### config.mk
export PLATFORM = sky130hd
export DESIGN_NAME = llc_req_scheduler
export DESIGN_NICKNAME = d
export VERILOG_FILES = /design/src/rtl/llc_req_scheduler.sv
export SDC_FILE = /design/constraint.sdc
export NUM_CORES = 1
export LEC_CHECK = 0
export ABC_AREA = 1
export CAP_MARGIN = 20
export CORE_MARGIN = 1
export CORE_UTILIZATION = 45
export DETAILED_ROUTE_END_ITERATION = 10
export HOLD_SLACK_MARGIN = 0.06
export PLACE_DENSITY_LB_ADDON = 0.1
export SLEW_MARGIN = 25
export SYNTH_ARGS = -nofsm -noshare
export SYNTH_HDL_FRONTEND = slang
export SYNTH_HIERARCHICAL = 1
export SYNTH_SLANG_ARGS = --single-unit
### constraint.sdc
create_clock -name clk -period 2.5 [get_ports clk]
set_clock_uncertainty 0.15 [all_clocks]
set_input_delay 0.75 -clock clk [delete_from_list [all_inputs] [get_ports clk]]
set_output_delay 0.75 -clock clk [all_outputs]
set_load 0.03 [all_outputs]
### src/rtl/llc_req_scheduler.sv
// Request scheduler in front of the LLC. CPU and snoop commands are buffered in
// per-source FIFOs and issued one at a time, snoop-first, with a CPU starvation guard.

module llc_req_fifo #(
    parameter int WIDTH = 36,
    parameter int DEPTH = 4
) (
    input  logic             clk,
    input  logic             rst_n,
    input  logic             push,
    input  logic [WIDTH-1:0] wdata,
    input  logic             pop,
    output logic [WIDTH-1:0] rdata,
    output logic             full,
    output logic             empty
);
    localparam int PW = $clog2(DEPTH);
    localparam logic [PW:0] PTR_ONE = (PW + 1)'(1);

    logic [WIDTH-1:0] mem [DEPTH];
    logic [PW:0]      wr_ptr;
    logic [PW:0]      rd_ptr;

    // The extra pointer MSB tells a full FIFO from an empty one once the index wraps.
    always_ff @(posedge clk or negedge rst_n) begin
        if (!rst_n) begin
            wr_ptr <= '0;
            rd_ptr <= '0;
        end else begin
            if (push) begin
                wr_ptr <= wr_ptr + PTR_ONE;
            end
            if (pop) begin
                rd_ptr <= rd_ptr + PTR_ONE;
            end
        end
    end

    always_ff @(posedge clk) begin
        if (push) begin
            mem[wr_ptr[PW-1:0]] <= wdata;
        end
    end

    assign rdata = mem[rd_ptr[PW-1:0]];
    assign empty = (wr_ptr == rd_ptr);
    assign full  = (wr_ptr[PW] != rd_ptr[PW]) && (wr_ptr[PW-1:0] == rd_ptr[PW-1:0]);

endmodule

module llc_req_scheduler #(
    parameter int CMDSIZE      = 4,
    parameter int ADDR_BITS    = 32,
    parameter int FIFO_DEPTH   = 4,
    parameter int STARVE_LIMIT = 3
) (
    input  logic                 clk,
    input  logic                 rst_n,
    input  logic                 cpu_valid,
    output logic                 cpu_ready,
    input  logic [CMDSIZE-1:0]   cpu_cmd,
    input  logic [ADDR_BITS-1:0] cpu_addr,
    input  logic                 snp_valid,
    output logic                 snp_ready,
    input  logic [CMDSIZE-1:0]   snp_cmd,
    input  logic [ADDR_BITS-1:0] snp_addr,
    output logic                 llc_valid,
    input  logic                 llc_ready,
    output logic [CMDSIZE-1:0]   llc_cmd,
    output logic [ADDR_BITS-1:0] llc_addr,
    output logic                 llc_src,
    input  logic                 llc_done,
    output logic                 cmd_err,
    output logic [31:0]          issued_cnt
);
    localparam int EW = CMDSIZE + ADDR_BITS;
    localparam int SW = (STARVE_LIMIT < 1) ? 1 : $clog2(STARVE_LIMIT + 1);
    localparam logic [SW-1:0] LIMIT    = SW'(STARVE_LIMIT);
    localparam logic [SW-1:0] STEP_ONE = SW'(1);

    typedef enum logic [1:0] {
        IDLE,
        ISSUE,
        WAIT
    } state_t;

    state_t state;
    state_t state_next;

    logic          cpu_full;
    logic          cpu_empty;
    logic          snp_full;
    logic          snp_empty;
    logic          cpu_ok;
    logic          snp_ok;
    logic          cpu_acc;
    logic          snp_acc;
    logic          cpu_pop;
    logic          snp_pop;
    logic [EW-1:0] cpu_head;
    logic [EW-1:0] snp_head;
    logic [SW-1:0] starve_cnt;

    function automatic logic cpu_code_legal(input logic [CMDSIZE-1:0] c);
        return (c == CMDSIZE'(0)) || (c == CMDSIZE'(1)) || (c == CMDSIZE'(2)) ||
               (c == CMDSIZE'(8)) || (c == CMDSIZE'(9));
    endfunction

    function automatic logic snp_code_legal(input logic [CMDSIZE-1:0] c);
        return (c == CMDSIZE'(3)) || (c == CMDSIZE'(4)) || (c == CMDSIZE'(5)) ||
               (c == CMDSIZE'(6));
    endfunction

    // Illegal commands still complete their handshake; they are just never enqueued.
    assign cpu_ready = !cpu_full;
    assign snp_ready = !snp_full;
    assign cpu_acc   = cpu_valid && cpu_ready;
    assign snp_acc   = snp_valid && snp_ready;
    assign cpu_ok    = cpu_code_legal(cpu_cmd);
    assign snp_ok    = snp_code_legal(snp_cmd);

    llc_req_fifo #(
        .WIDTH (EW),
        .DEPTH (FIFO_DEPTH)
    ) u_cpu_fifo (
        .clk   (clk),
        .rst_n (rst_n),
        .push  (cpu_acc && cpu_ok),
        .wdata ({cpu_cmd, cpu_addr}),
        .pop   (cpu_pop),
        .rdata (cpu_head),
        .full  (cpu_full),
        .empty (cpu_empty)
    );

    llc_req_fifo #(
        .WIDTH (EW),
        .DEPTH (FIFO_DEPTH)
    ) u_snp_fifo (
        .clk   (clk),
        .rst_n (rst_n),
        .push  (snp_acc && snp_ok),
        .wdata ({snp_cmd, snp_addr}),
        .pop   (snp_pop),
        .rdata (snp_head),
        .full  (snp_full),
        .empty (snp_empty)
    );

    always_ff @(posedge clk or negedge rst_n) begin
        if (!rst_n) begin
            state <= IDLE;
        end else begin
            state <= state_next;
        end
    end

    always_comb begin
        state_next = state;
        unique case (state)
            IDLE:    if (!cpu_empty || !snp_empty) state_next = ISSUE;
            ISSUE:   if (llc_ready) state_next = WAIT;
            WAIT:    if (llc_done) state_next = IDLE;
            default: state_next = IDLE;
        endcase
    end

    // Snoop wins a tie unless the CPU has already been passed over STARVE_LIMIT times.
    always_comb begin
        cpu_pop = 1'b0;
        snp_pop = 1'b0;
        if (state == IDLE) begin
            if (!snp_empty && (cpu_empty || (starve_cnt != LIMIT))) begin
                snp_pop = 1'b1;
            end else if (!cpu_empty) begin
                cpu_pop = 1'b1;
            end
        end
    end

    always_ff @(posedge clk or negedge rst_n) begin
        if (!rst_n) begin
            llc_valid <= 1'b0;
            llc_cmd   <= '0;
            llc_addr  <= '0;
            llc_src   <= 1'b0;
            cmd_err   <= 1'b0;
        end else begin
            llc_valid <= (state_next == ISSUE);
            cmd_err   <= (cpu_acc && !cpu_ok) || (snp_acc && !snp_ok);
            if (snp_pop) begin
                llc_cmd  <= snp_head[EW-1 -: CMDSIZE];
                llc_addr <= snp_head[ADDR_BITS-1:0];
                llc_src  <= 1'b1;
            end else if (cpu_pop) begin
                llc_cmd  <= cpu_head[EW-1 -: CMDSIZE];
                llc_addr <= cpu_head[ADDR_BITS-1:0];
                llc_src  <= 1'b0;
            end
        end
    end

    always_ff @(posedge clk or negedge rst_n) begin
        if (!rst_n) begin
            starve_cnt <= '0;
        end else if (cpu_empty || cpu_pop) begin
            starve_cnt <= '0;
        end else if (snp_pop && (starve_cnt != LIMIT)) begin
            starve_cnt <= starve_cnt + STEP_ONE;
        end
    end

    always_ff @(posedge clk or negedge rst_n) begin
        if (!rst_n) begin
            issued_cnt <= '0;
        end else if ((state == WAIT) && llc_done) begin
            issued_cnt <= issued_cnt + 32'd1;
        end
    end

endmodule

Word level (Yosys, flattened, before mapping)
Memory sizes are Yosys's and may differ from the RTL's.
Index checks and enable logic that the tools add are counted.
{"block": "word_totals", "reg_bits": 87, "mem_bits_rw": 288, "inputBits": 78, "out_inout_bits": 73, "mem_count": 2}
{"block": "op_classes", "n_addsub": 6, "n_eq_ne": 18, "mux": 21, "reduce_logical": 32}
{"name": "u_cpu_fifo.mem", "depth": 4, "word_bits": 36, "read_ports": 1, "rd_ports_with_merged_regs": 0, "wr": 1, "line": "20", "text": "logic [WIDTH-1:0] mem [DEPTH];"}
{"name": "u_snp_fifo.mem", "depth": 4, "word_bits": 36, "read_ports": 1, "rd_ports_with_merged_regs": 0, "wr": 1, "line": "20"}
{"cell": "$mux 32", "n": 2}
{"cell": "$add 32x1->32 const B", "n": 1}
{"cell": "$add 3x1->3 const B", "n": 4}
{"cell": "$eq 4x3->1 const B", "n": 3}
{"cell": "$logic_and 1x1->1", "n": 11}
{"cell": "$logic_or 1x1->1", "n": 11}
{"cell": "$mux 1", "n": 11}
{"cell": "$mux 2", "n": 5}
{"cell": "$eq 4x2->1 const B", "n": 2}
{"cell": "$eq 4x4->1 const B", "n": 2}
{"cell": "$mux 4", "n": 2}
{"cell": "$eq 3x3->1", "n": 2}
{"cell": "$logic_not 1->1", "n": 6}
{"cell": "$pmux 2 s3", "n": 1}
{"cell": "$eq 2x1->1 const B", "n": 2}
{"cell": "$eq 2x2->1", "n": 2}
{"cell": "$eq 4x1->1 const B", "n": 1}
{"cell": "$logic_not 4->1", "n": 1}
{"cell": "$reduce_bool 2->1", "n": 2}
{"cell": "$add 2x1->2 const B", "n": 1}
{"cell": "$eq 2x2->1 const B", "n": 1}
{"cell": "$logic_not 2->1", "n": 1}
{"cell": "$ne 1x1->1", "n": 2}
{"cell": "$ne 2x2->1 const B", "n": 1}

Logic depth before layout (Yosys ltp)
Gate-level depths: netlist of run 1.
{"block": "logic_depth", "word_depth": 8, "mapped_depth": 15, "depth_no_buf": 12}

By module
Netlist of run 1, hierarchy kept.
{"module": "llc_req_fifo at u_snp_fifo", "n_inst": 1, "cells_each": 497, "area_per_inst_um2": 6324.8, "seq_area_each_um2": 4474.3}
{"module": "llc_req_fifo at u_cpu_fifo", "n_inst": 1, "cells_each": 462, "area_per_inst_um2": 6134.6, "seq_area_each_um2": 4474.3}
{"module": "llc_req_scheduler", "n_inst": 1, "cells_each": 476, "area_per_inst_um2": 3829.9, "seq_area_each_um2": 1876.8}

Least setup slack after synthesis of run 1
OpenSTA, ideal clock, no wires.
{"block": "synth_timing", "path_type": "register to register", "from": "register u_snp_fifo.rd_ptr[0]", "to": "memory u_snp_fifo.mem[3][0] (enable)", "arrival_time_ns": 2.252, "path_slack_ns": -0.292, "path_stages_with_launch": 13, "n_path_buf": 2, "path_cell_list": "dfrtp_1 buf_6 inv_6 nand2_1 nand2_1 nand2_1 nor2_1 inv_1 nand2_1 nor2_1 clkbuf_1 nand2_1 inv_1"}
{"block": "synth_via", "elab_chain_len": 7}
{"item": "start, declared", "line": "22", "text": "logic [PW:0] rd_ptr;"}
{"item": "start signal, assigned", "line": "34", "text": "rd_ptr <= rd_ptr + PTR_ONE;"}
{"item": "$eq 2x2->1", "line": "47", "text": "assign full = (wr_ptr[PW] != rd_ptr[PW]) && (wr_ptr[PW-1:0] == rd_ptr[PW-1:0]);"}
{"item": "$logic_and 1x1->1", "line": "47"}
{"item": "net snp_full", "line": "92", "text": "logic snp_full;"}
{"item": "$logic_not 1->1", "line": "116", "text": "assign snp_ready = !snp_full;"}
{"item": "net snp_ready", "line": "64", "text": "output logic snp_ready,"}
{"item": "$logic_and 1x1->1", "line": "118", "text": "assign snp_acc = snp_valid && snp_ready;"}
{"item": "$logic_and 1x1->1", "line": "142", "text": ".push (snp_acc && snp_ok),"}
{"item": "$mux 1", "line": "40", "text": "if (push) begin"}
{"item": "$mux 1 (not written as such)", "line": "41", "text": "mem[wr_ptr[PW-1:0]] <= wdata;"}
{"item": "end, declared", "line": "20"}
The timed path passes the listed nets, and every way through them passes these cells.

Final worst setup path of run 1
{"block": "layout_timing", "from": "register u_cpu_fifo.rd_ptr[0]", "to": "output cpu_ready"}
{"block": "layout_via", "elab_chain_len": 3}
{"item": "start, declared", "line": "22"}
{"item": "start signal, assigned", "line": "34"}
{"item": "$eq 2x2->1", "line": "47"}
{"item": "$logic_and 1x1->1", "line": "47"}
{"item": "net cpu_full", "line": "90", "text": "logic cpu_full;"}
{"item": "$logic_not 1->1", "line": "115", "text": "assign cpu_ready = !cpu_full;"}
{"item": "end, declared", "line": "60", "text": "output logic cpu_ready,"}
The timed path passes the listed nets, and every way through them passes these cells.

==> results of run 1 <==
[logic make-up (layout without fill, tap and decap cells)]
logic type | count (synthesis) | in the layout | synth area share
buffers and inverters | 273 | 501 | 0.0819
flip-flops | 375 | 375 | 0.665
adder cells (fa/ha/maj) | 12 | 12 | 0.00922
XOR/XNOR | 34 | 34 | 0.0183
AND/OR/NAND/NOR | 509 | 509 | 0.126
AO/OA/AOI/OAI | 232 | 232 | 0.100
[power by group through the flow]
stage / combinational [mW] / sequential [mW] / clock [mW]
after global routing: 8.85 / 8.25 / 5.85
after floorplan: 5.07 / 8.80 / 0
after global placement: 7.88 / 8.29 / 0
after CTS: 7.97 / 8.16 / 5.61
after detailed placement: 7.99 / 8.29 / 0
final: 7.92 / 8.17 / 5.50
[cells in the final DEF, fill, tap and decap left out, types with 7 or more instances in the layout]
cell type                         netlist  routed
sky130_fd_sc_hd__clkbuf_1               4       8
sky130_fd_sc_hd__clkinv_2               1      11
sky130_fd_sc_hd__inv_1                204     192
sky130_fd_sc_hd__nor2_1                70      68
sky130_fd_sc_hd__buf_4                 16      46
sky130_fd_sc_hd__nand3_1               23      23
sky130_fd_sc_hd__clkdlybuf4s50_1        0      82
sky130_fd_sc_hd__dfrtp_1               87      83
sky130_fd_sc_hd__clkinvlp_4             0       9
sky130_fd_sc_hd__o211ai_1              72      72
sky130_fd_sc_hd__o21ai_1               33      33
sky130_fd_sc_hd__inv_2                  3       7
sky130_fd_sc_hd__nand4_1                9       9
sky130_fd_sc_hd__clkbuf_16              0      41
sky130_fd_sc_hd__buf_12                 0      20
sky130_fd_sc_hd__clkinv_1               0      10
sky130_fd_sc_hd__xor2_1                16      16
sky130_fd_sc_hd__xnor2_1               18      15
sky130_fd_sc_hd__edfxtp_1             288     288
sky130_fd_sc_hd__dlygate4sd2_1          0      56
sky130_fd_sc_hd__o211ai_2              36      36
sky130_fd_sc_hd__nand2_1              390     388
sky130_fd_sc_hd__o21ai_0               48      48
sky130_fd_sc_hd__a21oi_1               39      39
sky130_fd_sc_hd__ha_1                  12      12
sky130_fd_sc_hd__dlymetal6s2s_1         0       9
[flip-flops by register name, summed over array words and instances, names as in the netlist]
register and flops:
u_cpu_fifo/mem 144, u_snp_fifo/mem 144, issued_cnt 32, llc_addr 32
llc_cmd 4, u_cpu_fifo/rd_ptr 3, u_cpu_fifo/wr_ptr 3, u_snp_fifo/rd_ptr 3
u_snp_fifo/wr_ptr 3, starve_cnt 2, state 2, cmd_err 1
llc_src 1, llc_valid 1
[metal layers]
layer | global-route usage | up-vias
met5 | 0 | -
met1 | 0.271 | 5024
met4 | 0.0488 | 0
met2 | 0.348 | 209
li1 | - | 5179
met3 | 0.0262 | 54
[final cells by class]
type	instances	area [um2]
Sequential cell	375	10800
Tap cell	461	577
Clock inverter	24	136
Inverter	209	821
Clock buffer	51	1080
Multi-Input combinational cell	787	4170
Timing Repair Buffer	217	2210
Fill cell	3062	15700
[how the worst max path moves through the flow]
stage	slack, ps	endpoint	cells past startpoint	start
CTS	-20	cpu_ready	5	u_cpu_fifo/rd_ptr[0]$_DFFE_PN0P_
global placement	-490	u_snp_fifo/mem[3][9]$_DFFE_PP_	10	snp_cmd[0]
floorplan	30	u_snp_fifo/mem[3][0]$_DFFE_PP_	12	u_snp_fifo/rd_ptr[0]$_DFFE_PN0P_
finish	9	cpu_ready	5	u_cpu_fifo/rd_ptr[0]$_DFFE_PN0P_
global route	-40	cpu_ready	5	u_cpu_fifo/rd_ptr[0]$_DFFE_PN0P_
detailed placement	-400	u_snp_fifo/mem[3][12]$_DFFE_PP_	10	snp_cmd[0]
[worst reg2reg max path: cells and delay by family, from the launching register on]
kind            cells  cell delay, ps
flops               1             490
buf+inv             4             690
simple gates        4             450
compound gates      2             230
xor+xnor            1             160
[timing repair]
item	in CTS	in global routing
pin swaps	3	4
hold buffers	1	0
cloned	0	0
gates resized for setup	68	21
endpoints found under the setup margin	58	11
buffers inserted	7	2
endpoints found under the hold margin	30	0
==> results_tabular.tex, run 1 <==
\begin{tabular}{lr}
\hline
Metric & Value \\
\hline
\multicolumn{2}{l}{\textbf{Floorplan}} \\
Die width & 192 um \\
Starting Density & 0.458 \\
Placeable Area & 35600 um2 \\
Boundary Pins & 151 \\
Full die area & 37000 um2 \\
Cell Rows & 69 \\
Vertical extent of the die & 192 um \\
\multicolumn{2}{l}{\textbf{Timing}} \\
Final worst-path setup slack & 9.09 ps \\
Max-slew headroom at the worst pin & 0.361 \\
Crit share post-route & 0.996 \\
Worst-Margin Slew & 958 ps \\
Final Critical Period & 2490 ps \\
Final Hold Slack & 324 ps \\
Peak Freq & 401 MHz \\
Setup repair after global routing missed its margin & true \\
Total negative slack & 0 ps \\
Final number of hold-violating endpoints & 0 \\
Final Max Slew Viols & 0 \\
Number of failing setup endpoints in the final timing report & 0 \\
\multicolumn{2}{l}{\textbf{Drt}} \\
Vias after detailed routing & 10500 \\
Residual antenna-violating net count after detailed routing & 0 \\
Total length of routed met3 wires & 1430 um \\
Detailed-route wire length & 36100 um \\
Top layer used by detailed routing & met4 \\
1st-iter DRT viols & 552 \\
Routed length on met1 & 16300 um \\
Detailed-routing iteration count for the pre-antenna-repair pass & 5 \\
DRC viols & 0 \\
Met2 WL & 17700 um \\
Routed via count divided by cell count & 4.93 \\
Detailed-route wire length per cell & 17.0 um \\
\multicolumn{2}{l}{\textbf{Cells and area}} \\
Final cell area excluding filler cells & 19800 um2 \\
Post-layout instance count excluding filler cells & 2124 \\
Count of antenna diodes in the layout & 0 \\
Core utilization of the finished layout & 0.558 \\
Share of cells above drive strength 1 & 0.123 \\
Post-synthesis to final-layout area growth & 21.8\% \\
Net count of the finished layout & 1721 \\
\multicolumn{2}{l}{\textbf{Placed design}} \\
Placed insts & 2039 \\
Global placer's final weighted congestion & 0.855 \\
Count of input and output buffers & 150 \\
Setup slack after placement & -396 ps \\
Placed Area & 18500 um2 \\
HPWL reported at the end of detailed placement & 24500 um \\
\multicolumn{2}{l}{\textbf{Pwr}} \\
Net switching power & 8.12 mW \\
Overall power after layout & 21.6 mW \\
Int Power & 13.5 mW \\
Share of power burned in registers & 0.378 \\
Clock network fraction of total power & 0.255 \\
Largest vdd supply drop & 0.766 mV \\
Leakage power & 8.30 nW \\
Combinational share of power & 0.367 \\
Switching Share & 0.376 \\
Power density over the cells & 1090 nW/um2 \\
\multicolumn{2}{l}{\textbf{Clock tree}} \\
Worst skew pair latency & 540 ps \\
Num CTS Buffers & 41 \\
Root buf cell & sky130\_fd\_sc\_hd\_\_clkbuf\_16 \\
Count of H-tree levels built during CTS & 2 \\
Max Buffers Root-to-Sink & 3 \\
Sink count of the clock tree & 375 \\
Clock transition at the registers of the reported paths & 60 ps \\
CTS tree & built \\
\multicolumn{2}{l}{\textbf{Worst setup path}} \\
Reg-to-reg slack, setup & 270 ps \\
Largest fanout of any net on the critical path & 3 \\
Cell family with most CP delay & flip-flops \\
Critical Path Slowest Stage Cell & sky130\_fd\_sc\_hd\_\_dfrtp\_4 \\
Worst reg2reg path startpoint & u\_cpu\_fifo/rd\_ptr[0]\$\_DFFE\_PN0P\_ \\
Highest cell delay on the worst timing path & 490 ps \\
CP Cell Sequence & xnor2\_2 > nand2\_2 > nor2\_4 > inv\_2 > buf\_6 \\
Startpoint types & flip-flop \\
Type of element capturing the critical path & primary output \\
Capture point of the worst reg-to-reg path & llc\_addr[14]\$\_DFFE\_PN0P\_ \\
Buffer and inverter count on the worst path & 2 \\
Type of the worst setup path & reg2out \\
Required time of the worst setup path & 1600 ps \\
Critical path data arrival time & 1590 ps \\
Worst R2R Path Depth & 11 \\
\multicolumn{2}{l}{\textbf{Synthesis}} \\
Most area-consuming cells after synthesis & sky130\_fd\_sc\_hd\_\_edfxtp\_1, sky130\_fd\_sc\_hd\_\_dfrtp\_1, sky130\_fd\_sc\_hd\_\_nand2\_1 \\
Post-Syn Area & 16300 um2 \\
Post-synthesis area per instance & 11.4 um2 \\
EDFF count, synth & 288 \\
Cell taking the most area after synthesis & sky130\_fd\_sc\_hd\_\_edfxtp\_1 \\
Number of unique standard cell types used by synthesis & 37 \\
Mapped Cells & 1435 \\
Top cell types by occurrence after synthesis & sky130\_fd\_sc\_hd\_\_nand2\_1, sky130\_fd\_sc\_hd\_\_edfxtp\_1, sky130\_fd\_sc\_hd\_\_inv\_1 \\
Commonest register cell after synthesis & sky130\_fd\_sc\_hd\_\_edfxtp\_1 \\
Sequential area share after synthesis & 0.665 \\
Portion of synthesized cell area occupied by the leading cell type & 0.531 \\
Synthesized netlist net count & 1525 \\
Cell with the most instances after synthesis & sky130\_fd\_sc\_hd\_\_nand2\_1 \\
Async set-reset flop share out of synthesis & 0.232 \\
Yosys warns & 6 \\
Post-synthesis register bit count & 375 \\
\multicolumn{2}{l}{\textbf{Global route}} \\
Number of global-route vias before repair & 10400 \\
Wire length of the first global-routing pass & 57000 um \\
Largest net degree at the start of global routing & 147 \\
Total routing usage reported by global routing & 0.202 \\
Initial antenna violation count & 0 \\
Overflow after GRT & 0 \\
\multicolumn{2}{l}{\textbf{Worst hold path}} \\
Worst hold-check path type & reg2reg \\
Cell count of the worst hold path & 2 \\
Min-Delay Startpoint & llc\_src\$\_DFFE\_PN0P\_ \\
Hold path endpoint & llc\_src\$\_DFFE\_PN0P\_ \\
\multicolumn{2}{l}{\textbf{Flow run}} \\
Number of violations of the max-capacitance limit & 0 \\
\multicolumn{2}{l}{\textbf{Status}} \\
Status & finished, final reports clean \\
\hline
\end{tabular}
No activity file was read; power rests on OpenSTA's default activity.
==> inputs of run 2 (changes only) <==
--- a/config.mk
+++ b/config.mk
@@ -17,3 +17,4 @@
 export SYNTH_HDL_FRONTEND = slang
 export SYNTH_HIERARCHICAL = 1
 export SYNTH_SLANG_ARGS = --single-unit
+export TNS_END_PERCENT = 100
==> results of run 2 <==
Same layout as run 1: the final DEF is identical, and so are final timing and power.
==> inputs of run 3 (changes only) <==
--- a/config.mk
+++ b/config.mk
@@ -6,6 +6,7 @@
 export NUM_CORES = 1
 export LEC_CHECK = 0
 export ABC_AREA = 1
+export ABC_CLOCK_PERIOD_IN_PS = 2500
 export CAP_MARGIN = 20
 export CORE_MARGIN = 1
 export CORE_UTILIZATION = 45
==> results of run 3 <==
Same layout as run 1: the final DEF is identical, and so are final timing and power.
